===== config.mk =====
export PLATFORM = sky130hd
export DESIGN_NAME = matrix_mul_seq
export DESIGN_NICKNAME = d
export VERILOG_FILES = /design/src/rtl/matrix_pkg.sv /design/src/rtl/matrix_mac.sv /design/src/rtl/matrix_mul_seq.sv
export SDC_FILE = /design/constraint.sdc
export NUM_CORES = 2
export LEC_CHECK = 0
export ABC_AREA = 1
export CAP_MARGIN = 20
export CORE_ASPECT_RATIO = 0.7
export CORE_MARGIN = 2
export CORE_UTILIZATION = 50
export CTS_CLUSTER_DIAMETER = 200
export CTS_CLUSTER_SIZE = 8
export DETAILED_ROUTE_END_ITERATION = 12
export HOLD_SLACK_MARGIN = 0.03
export PLACE_DENSITY = 0.71
export SYNTH_ARGS = -nofsm -noshare
export SYNTH_HDL_FRONTEND = slang
export SYNTH_SLANG_ARGS = --single-unit

===== constraint.sdc =====
create_clock -name clk -period 17.75 [get_ports clk]
set_input_delay 3.55 -clock clk [delete_from_list [all_inputs] [get_ports clk]]
set_output_delay 3.55 -clock clk [all_outputs]
set_load 0.02 [all_outputs]

===== src/rtl/matrix_pkg.sv =====
// Shared definitions for the matrix multipliers: FSM encoding, index widths and
// the flat-packing offset rule (element 0 at the MSBs).
package matrix_pkg;

    typedef enum logic [1:0] {
        StIdle    = 2'd0,
        StCompute = 2'd1,
        StDone    = 2'd2
    } state_e;

    function automatic int unsigned idx_width(input int unsigned n);
        return (n <= 1) ? 1 : $clog2(n);
    endfunction

    // LSB position of flat element n in a vector holding total elements of w bits.
    function automatic int unsigned elem_lsb(input int unsigned n,
                                             input int unsigned total,
                                             input int unsigned w);
        return (total - 1 - n) * w;
    endfunction

endpackage


===== src/rtl/matrix_mac.sv =====
// Combinational multiply-add: sum = acc + a*b, all truncated to word_size bits.
module matrix_mac #(
    parameter int unsigned word_size = 32
) (
    input  logic [word_size-1:0] acc,
    input  logic [word_size-1:0] a,
    input  logic [word_size-1:0] b,
    output logic [word_size-1:0] sum
);

    logic [word_size-1:0] prod;

    always_comb begin
        prod = a * b;
        sum  = acc + prod;
    end

endmodule


===== src/rtl/matrix_mul_seq.sv =====
// Resource-shared matrix multiplier: one MAC steps through i/j/k, handshakes on both sides.
module matrix_mul_seq
    import matrix_pkg::*;
#(
    parameter int unsigned word_size     = 32,
    parameter int unsigned Amatrixrownum = 2,
    parameter int unsigned Amatrixcolnum = 2,
    parameter int unsigned Bmatrixcolnum = 1
) (
    input  logic                                            clk,
    input  logic                                            rst_n,
    input  logic                                            in_valid,
    output logic                                            in_ready,
    input  logic [Amatrixrownum*Amatrixcolnum*word_size-1:0] A,
    input  logic [Amatrixcolnum*Bmatrixcolnum*word_size-1:0] B,
    output logic                                            out_valid,
    input  logic                                            out_ready,
    output logic [Amatrixrownum*Bmatrixcolnum*word_size-1:0] MP,
    output logic                                            busy
);

    localparam int unsigned M  = Amatrixrownum;
    localparam int unsigned K  = Amatrixcolnum;
    localparam int unsigned N  = Bmatrixcolnum;
    localparam int unsigned IW = idx_width(M);
    localparam int unsigned JW = idx_width(N);
    localparam int unsigned KW = idx_width(K);
    localparam int unsigned AW = M * K * word_size;
    localparam int unsigned BW = K * N * word_size;
    localparam int unsigned PW = M * N * word_size;

    state_e               state_q, state_d;
    logic [AW-1:0]        a_q, a_d;
    logic [BW-1:0]        b_q, b_d;
    logic [PW-1:0]        mp_q, mp_d;
    logic [word_size-1:0] acc_q, acc_d;
    logic [IW-1:0]        i_q, i_d;
    logic [JW-1:0]        j_q, j_d;
    logic [KW-1:0]        k_q, k_d;

    logic [31:0]          a_idx, b_idx, mp_idx;
    logic [word_size-1:0] a_elem, b_elem, mac_sum;

    assign a_idx  = 32'(i_q) * K + 32'(k_q);
    assign b_idx  = 32'(k_q) * N + 32'(j_q);
    assign mp_idx = 32'(i_q) * N + 32'(j_q);

    always_comb begin
        a_elem = '0;
        b_elem = '0;
        for (int unsigned n = 0; n < M * K; n++) begin
            if (a_idx == n) a_elem = a_q[elem_lsb(n, M * K, word_size) +: word_size];
        end
        for (int unsigned n = 0; n < K * N; n++) begin
            if (b_idx == n) b_elem = b_q[elem_lsb(n, K * N, word_size) +: word_size];
        end
    end

    matrix_mac #(
        .word_size(word_size)
    ) u_mac (
        .acc(acc_q),
        .a  (a_elem),
        .b  (b_elem),
        .sum(mac_sum)
    );

    always_ff @(posedge clk) begin
        if (!rst_n) begin
            state_q <= StIdle;
            a_q     <= '0;
            b_q     <= '0;
            mp_q    <= '0;
            acc_q   <= '0;
            i_q     <= '0;
            j_q     <= '0;
            k_q     <= '0;
        end else begin
            state_q <= state_d;
            a_q     <= a_d;
            b_q     <= b_d;
            mp_q    <= mp_d;
            acc_q   <= acc_d;
            i_q     <= i_d;
            j_q     <= j_d;
            k_q     <= k_d;
        end
    end

    always_comb begin
        state_d = state_q;
        a_d     = a_q;
        b_d     = b_q;
        mp_d    = mp_q;
        acc_d   = acc_q;
        i_d     = i_q;
        j_d     = j_q;
        k_d     = k_q;

        unique case (state_q)
            StIdle: begin
                if (in_valid) begin
                    a_d     = A;
                    b_d     = B;
                    acc_d   = '0;
                    i_d     = '0;
                    j_d     = '0;
                    k_d     = '0;
                    state_d = StCompute;
                end
            end
            StCompute: begin
                if (k_q != KW'(K - 1)) begin
                    k_d   = k_q + 1'b1;
                    acc_d = mac_sum;
                end else begin
                    // Last inner step: the sum goes straight to MP, acc restarts at zero.
                    for (int unsigned n = 0; n < M * N; n++) begin
                        if (mp_idx == n) mp_d[elem_lsb(n, M * N, word_size) +: word_size] = mac_sum;
                    end
                    acc_d = '0;
                    k_d   = '0;
                    if (j_q != JW'(N - 1)) begin
                        j_d = j_q + 1'b1;
                    end else begin
                        j_d = '0;
                        if (i_q != IW'(M - 1)) begin
                            i_d = i_q + 1'b1;
                        end else begin
                            i_d     = '0;
                            state_d = StDone;
                        end
                    end
                end
            end
            StDone: begin
                if (out_ready) state_d = StIdle;
            end
            default: state_d = StIdle;
        endcase
    end

    assign in_ready  = (state_q == StIdle);
    assign out_valid = (state_q == StDone);
    assign busy      = (state_q != StIdle);
    assign MP        = mp_q;

endmodule


==> flow_summary.html <==
<table>
<tr><th>Metric</th><th>Value</th></tr>
<tr><th colspan="2">Layout</th></tr>
<tr><td>Nets</td><td>4659</td></tr>
<tr><td>Proportion of layout cells with a drive suffix above 1</td><td>4.05%</td></tr>
<tr><td>Utilization after layout</td><td>58.6%</td></tr>
<tr><td>Fill cells</td><td>5088</td></tr>
<tr><td>Synthesis-to-finish area growth</td><td>15.0%</td></tr>
<tr><th colspan="2">Place</th></tr>
<tr><td>HPWL after detailed placement</td><td>68.8 mm</td></tr>
<tr><td>Input/output buffers</td><td>262</td></tr>
<tr><td>Global placement routability congestion</td><td>0.968</td></tr>
<tr><th colspan="2">Die</th></tr>
<tr><td>Die area</td><td>58600 um^2</td></tr>
<tr><td>Die outline width</td><td>288 um</td></tr>
<tr><td>I/O pin total</td><td>263</td></tr>
<tr><td>Area of the core</td><td>55600 um^2</td></tr>
<tr><td>Vertical die dimension</td><td>203 um</td></tr>
<tr><td>Number of rows created at floorplan</td><td>72</td></tr>
<tr><td>Starting utilization of the core area</td><td>50.9%</td></tr>
<tr><th colspan="2">Synth</th></tr>
<tr><td>Sequential share of the synthesized area</td><td>20.6%</td></tr>
<tr><td>Most frequently used flop master after synthesis</td><td>sky130_fd_sc_hd__dfxtp_1</td></tr>
<tr><td>Fraction of synthesis flops using an asynchronous set or reset pin</td><td>0%</td></tr>
<tr><td>Net count of the mapped netlist</td><td>4483</td></tr>
<tr><td>Post-Syn Instances</td><td>3725</td></tr>
<tr><td>Synth Register Bits</td><td>292</td></tr>
<tr><td>Yosys warnings</td><td>0</td></tr>
<tr><td>Unique cell type count in the Yosys netlist</td><td>44</td></tr>
<tr><td>EDFF count, synth</td><td>0</td></tr>
<tr><td>Netlist area before placement</td><td>28300 um^2</td></tr>
<tr><td>Mapped Avg Cell Area</td><td>7.60 um^2</td></tr>
<tr><th colspan="2">Clocking</th></tr>
<tr><td>TritonCTS clock tree</td><td>done</td></tr>
<tr><td>Clock-pin slew of the registers on the worst-case setup and hold paths</td><td>0.05 ns</td></tr>
<tr><td>CTS Sinks</td><td>292</td></tr>
<tr><td>Quantity of hold-fixing buffers added after cts</td><td>0</td></tr>
<tr><td>H-Tree Depth</td><td>2</td></tr>
<tr><td>Number of buffers inserted by post-CTS setup repair</td><td>0</td></tr>
<tr><td>Buffer levels on the longest clock path</td><td>3</td></tr>
<tr><td>Gates resized, CTS repair</td><td>0</td></tr>
<tr><td>Root buf cell</td><td>sky130_fd_sc_hd__clkbuf_16</td></tr>
<tr><td>Number of clock buffers inserted by TritonCTS</td><td>42</td></tr>
<tr><td>Clk Latency, worst-skew pair</td><td>0.58 ns</td></tr>
<tr><th colspan="2">STA</th></tr>
<tr><td>Total negative slack for setup checks</td><td>0 ns</td></tr>
<tr><td>Pins over their slew limit</td><td>0</td></tr>
<tr><td>RSZ-0062 raised after global routing</td><td>no</td></tr>
<tr><td>Total of endpoints with negative setup slack in the final report</td><td>0</td></tr>
<tr><td>Endpoints failing hold</td><td>0</td></tr>
<tr><td>Transition time at the pin with the least slew margin</td><td>1.10 ns</td></tr>
<tr><td>Minimum period implied by the final worst setup slack</td><td>9.97 ns</td></tr>
<tr><td>Worst-case clock skew</td><td>0.0507 ns</td></tr>
<tr><td>Max_slew headroom</td><td>26.6%</td></tr>
<tr><td>Share of the clock period used by the worst path after layout</td><td>56.2%</td></tr>
<tr><td>Max Clock Freq</td><td>0.100 GHz</td></tr>
<tr><th colspan="2">Min path</th></tr>
<tr><td>HP Class</td><td>register to register</td></tr>
<tr><th colspan="2">Detailed routing</th></tr>
<tr><td>Post-route ant nets</td><td>0</td></tr>
<tr><td>Via count</td><td>24441</td></tr>
<tr><td>Detailed router's first-iteration violation count</td><td>2458</td></tr>
<tr><td>Total DRC errors in the routed layout</td><td>0</td></tr>
<tr><td>DR vias/cell</td><td>5.26</td></tr>
<tr><td>Detail-routed net length per standard cell</td><td>18.8 um</td></tr>
<tr><td>Detailed-router iteration count before antenna repair</td><td>8</td></tr>
<tr><td>DRT Wirelength</td><td>87.2 mm</td></tr>
<tr><th colspan="2">Global routing</th></tr>
<tr><td>Overflow left after global routing</td><td>0</td></tr>
<tr><td>Overall track demand over capacity in global routing</td><td>30.2%</td></tr>
<tr><td>Maximum number of pins on one net before global-route repair</td><td>230</td></tr>
<tr><td>Vias in the first global route</td><td>23725</td></tr>
<tr><td>Antenna violations before repair</td><td>1</td></tr>
<tr><td>Global-route wire length before repair</td><td>136 mm</td></tr>
<tr><th colspan="2">Run</th></tr>
<tr><td>Total of max-cap violations</td><td>0</td></tr>
<tr><th colspan="2">Worst setup path</th></tr>
<tr><td>CP Data Arrival Time</td><td>10.41 ns</td></tr>
<tr><td>Required arrival time at the worst endpoint</td><td>18.19 ns</td></tr>
<tr><td>Max Fanout on Critical Path</td><td>61</td></tr>
<tr><td>Category of the most critical setup path</td><td>register to register</td></tr>
<tr><td>Setup crit end kind</td><td>register</td></tr>
<tr><td>Critical Path Most Common Cell</td><td>sky130_fd_sc_hd__inv_1</td></tr>
<tr><td>Slowest CP cell</td><td>sky130_fd_sc_hd__nor2_1</td></tr>
<tr><td>Delay of the slowest cell on the worst path</td><td>0.75 ns</td></tr>
<tr><td>Type of element launching the critical path</td><td>register</td></tr>
<tr><th colspan="2">Power</th></tr>
<tr><td>Total power density per cell area</td><td>174 nW/um^2</td></tr>
<tr><td>Peak VDD IR</td><td>283 uV</td></tr>
<tr><td>Static Leakage</td><td>15.7 nW</td></tr>
<tr><th colspan="2">Run status</th></tr>
<tr><td>Status</td><td>finished, final reports clean</td></tr>
</table>
flip-flops by register name (all words and copies together), names as in the netlist:
name / flops
MP: 64
a_q: 128
acc_q: 32
b_q: 64
i_q: 1
k_q: 1
state_q: 2
report_power, final:
part,internal [mW],switching (mW)
Clock,0.437,0.285
Combinational,1.42,2.78
Sequential,0.716,0.0291
through the flow:
step | power, mW | std cells | hold slack, ns | instance area [um^2] | setup slack (ns)
2_1_floorplan | 3.58 | 3725 | 0.424 | 28300 | 10.14
3_3_place_gp | 4.85 | 4597 | 0.439 | 31400 | 8.12
3_5_place_dp | 4.87 | 4597 | 0.444 | 31400 | 7.98
4_1_cts | 5.63 | 4642 | 0.451 | 32600 | 7.95
5_1_grt | 6.17 | 4642 | 0.467 | 32600 | 7.15
6_report | 5.67 | 4643 | 0.450 | 32600 | 7.78
worst paths after layout:
| path | slack (ns) | cells after the start | to | startpoint |
|---|---|---|---|---|
| setup / recovery | 7.78 | 35 | MP[63] | k_q |
| hold / removal | 0.45 | 2 | b_q[34] | b_q[34] |
| setup reg to reg | 7.78 | 35 | MP[63] | k_q |
| hold reg to reg | 0.45 | 2 | b_q[34] | b_q[34] |
cell usage in the layout (no fill, tap or decap), types with 71 or more instances in the layout:
cell,netlist,routed
sky130_fd_sc_hd__o21ai_0,288,288
sky130_fd_sc_hd__inv_1,765,765
sky130_fd_sc_hd__nand2_1,635,634
sky130_fd_sc_hd__clkdlybuf4s50_1,0,261
sky130_fd_sc_hd__ha_1,124,124
sky130_fd_sc_hd__dfxtp_1,292,291
sky130_fd_sc_hd__fa_1,438,438
sky130_fd_sc_hd__a21oi_1,183,183
sky130_fd_sc_hd__nor2_1,579,572
sky130_fd_sc_hd__nand3_1,71,71
cell type report:
type	count	area, um^2	area share (%)
multi-input combinational	2484	18800	57.9
sequential	292	5850	18.0
inverter	786	2950	9.06
timing repair buffer	295	2880	8.84
clock buffer	43	1080	3.30
tap	740	926	2.84
clock inverter	2	38.8	0.119
antenna	1	2.50	0.00768
logic make-up after synthesis:
family,after synthesis,synth area share (%)
compound gates,532,9.85
xor+xnor,38,1.18
simple gates,1352,19.0
flops,292,20.6
fa+ha+maj,562,36.4
buf+inv,949,12.9
synthesized netlist by cell type (2+ instances only):
library cell               instances  area (um^2)
sky130_fd_sc_hd__inv_1           765         2870
sky130_fd_sc_hd__nand2_1         635         2380
sky130_fd_sc_hd__nor2_1          579         2170
sky130_fd_sc_hd__fa_1            438         8770
sky130_fd_sc_hd__dfxtp_1         292         5850
sky130_fd_sc_hd__o21ai_0         288         1440
sky130_fd_sc_hd__a21oi_1         183          916
sky130_fd_sc_hd__clkbuf_1        137          514
sky130_fd_sc_hd__ha_1            124         1550
sky130_fd_sc_hd__nand3_1          71          355
sky130_fd_sc_hd__xor2_1           27          236
sky130_fd_sc_hd__nor2_2           17          106
sky130_fd_sc_hd__o21ai_1          15         75.1
sky130_fd_sc_hd__o21ai_2          14          123
sky130_fd_sc_hd__clkinv_1         11         41.3
sky130_fd_sc_hd__nor3_1           11         55.1
sky130_fd_sc_hd__xnor2_1          11         96.3
sky130_fd_sc_hd__inv_2            10         37.5
sky130_fd_sc_hd__nand2_2          10         62.6
sky130_fd_sc_hd__o22ai_1          10         62.6
sky130_fd_sc_hd__nand3b_1          9         67.6
sky130_fd_sc_hd__or2_2             9         56.3
sky130_fd_sc_hd__buf_2             8         40.0
sky130_fd_sc_hd__buf_6             8         90.1
sky130_fd_sc_hd__o211ai_1          7         52.6
sky130_fd_sc_hd__buf_1             5         18.8
sky130_fd_sc_hd__nor2_4            5         56.3
sky130_fd_sc_hd__buf_4             4         30.0
sky130_fd_sc_hd__o21a_1            3         22.5
sky130_fd_sc_hd__a211oi_1          2         15.0
sky130_fd_sc_hd__a21boi_0          2         15.0
sky130_fd_sc_hd__a31oi_1           2         12.5
sky130_fd_sc_hd__o21bai_1          2         15.0
worst max-delay path: cells and delay by family, from the launching register on:
kind	cells	cell delay, ns
adders and majority gates	9	4.24
and+or+nand+nor	9	2.08
buffers and inverters	12	1.93
AOI/OAI and AO/OA	5	1.14
DFF	1	0.43
routing by layer:
layer / routed length (um) / part of all wire, % / GRT usage (%) / up-vias
met5: 0 / 0 / 0 / -
li1: - / - / - / 11424
met4: 2280 / 2.6 / 8.11 / 0
met1: 38200 / 44 / 44.9 / 11675
met3: 8980 / 10 / 5.83 / 131
met2: 37800 / 43 / 45.1 / 1211
Power figures use the tool's default switching activity.
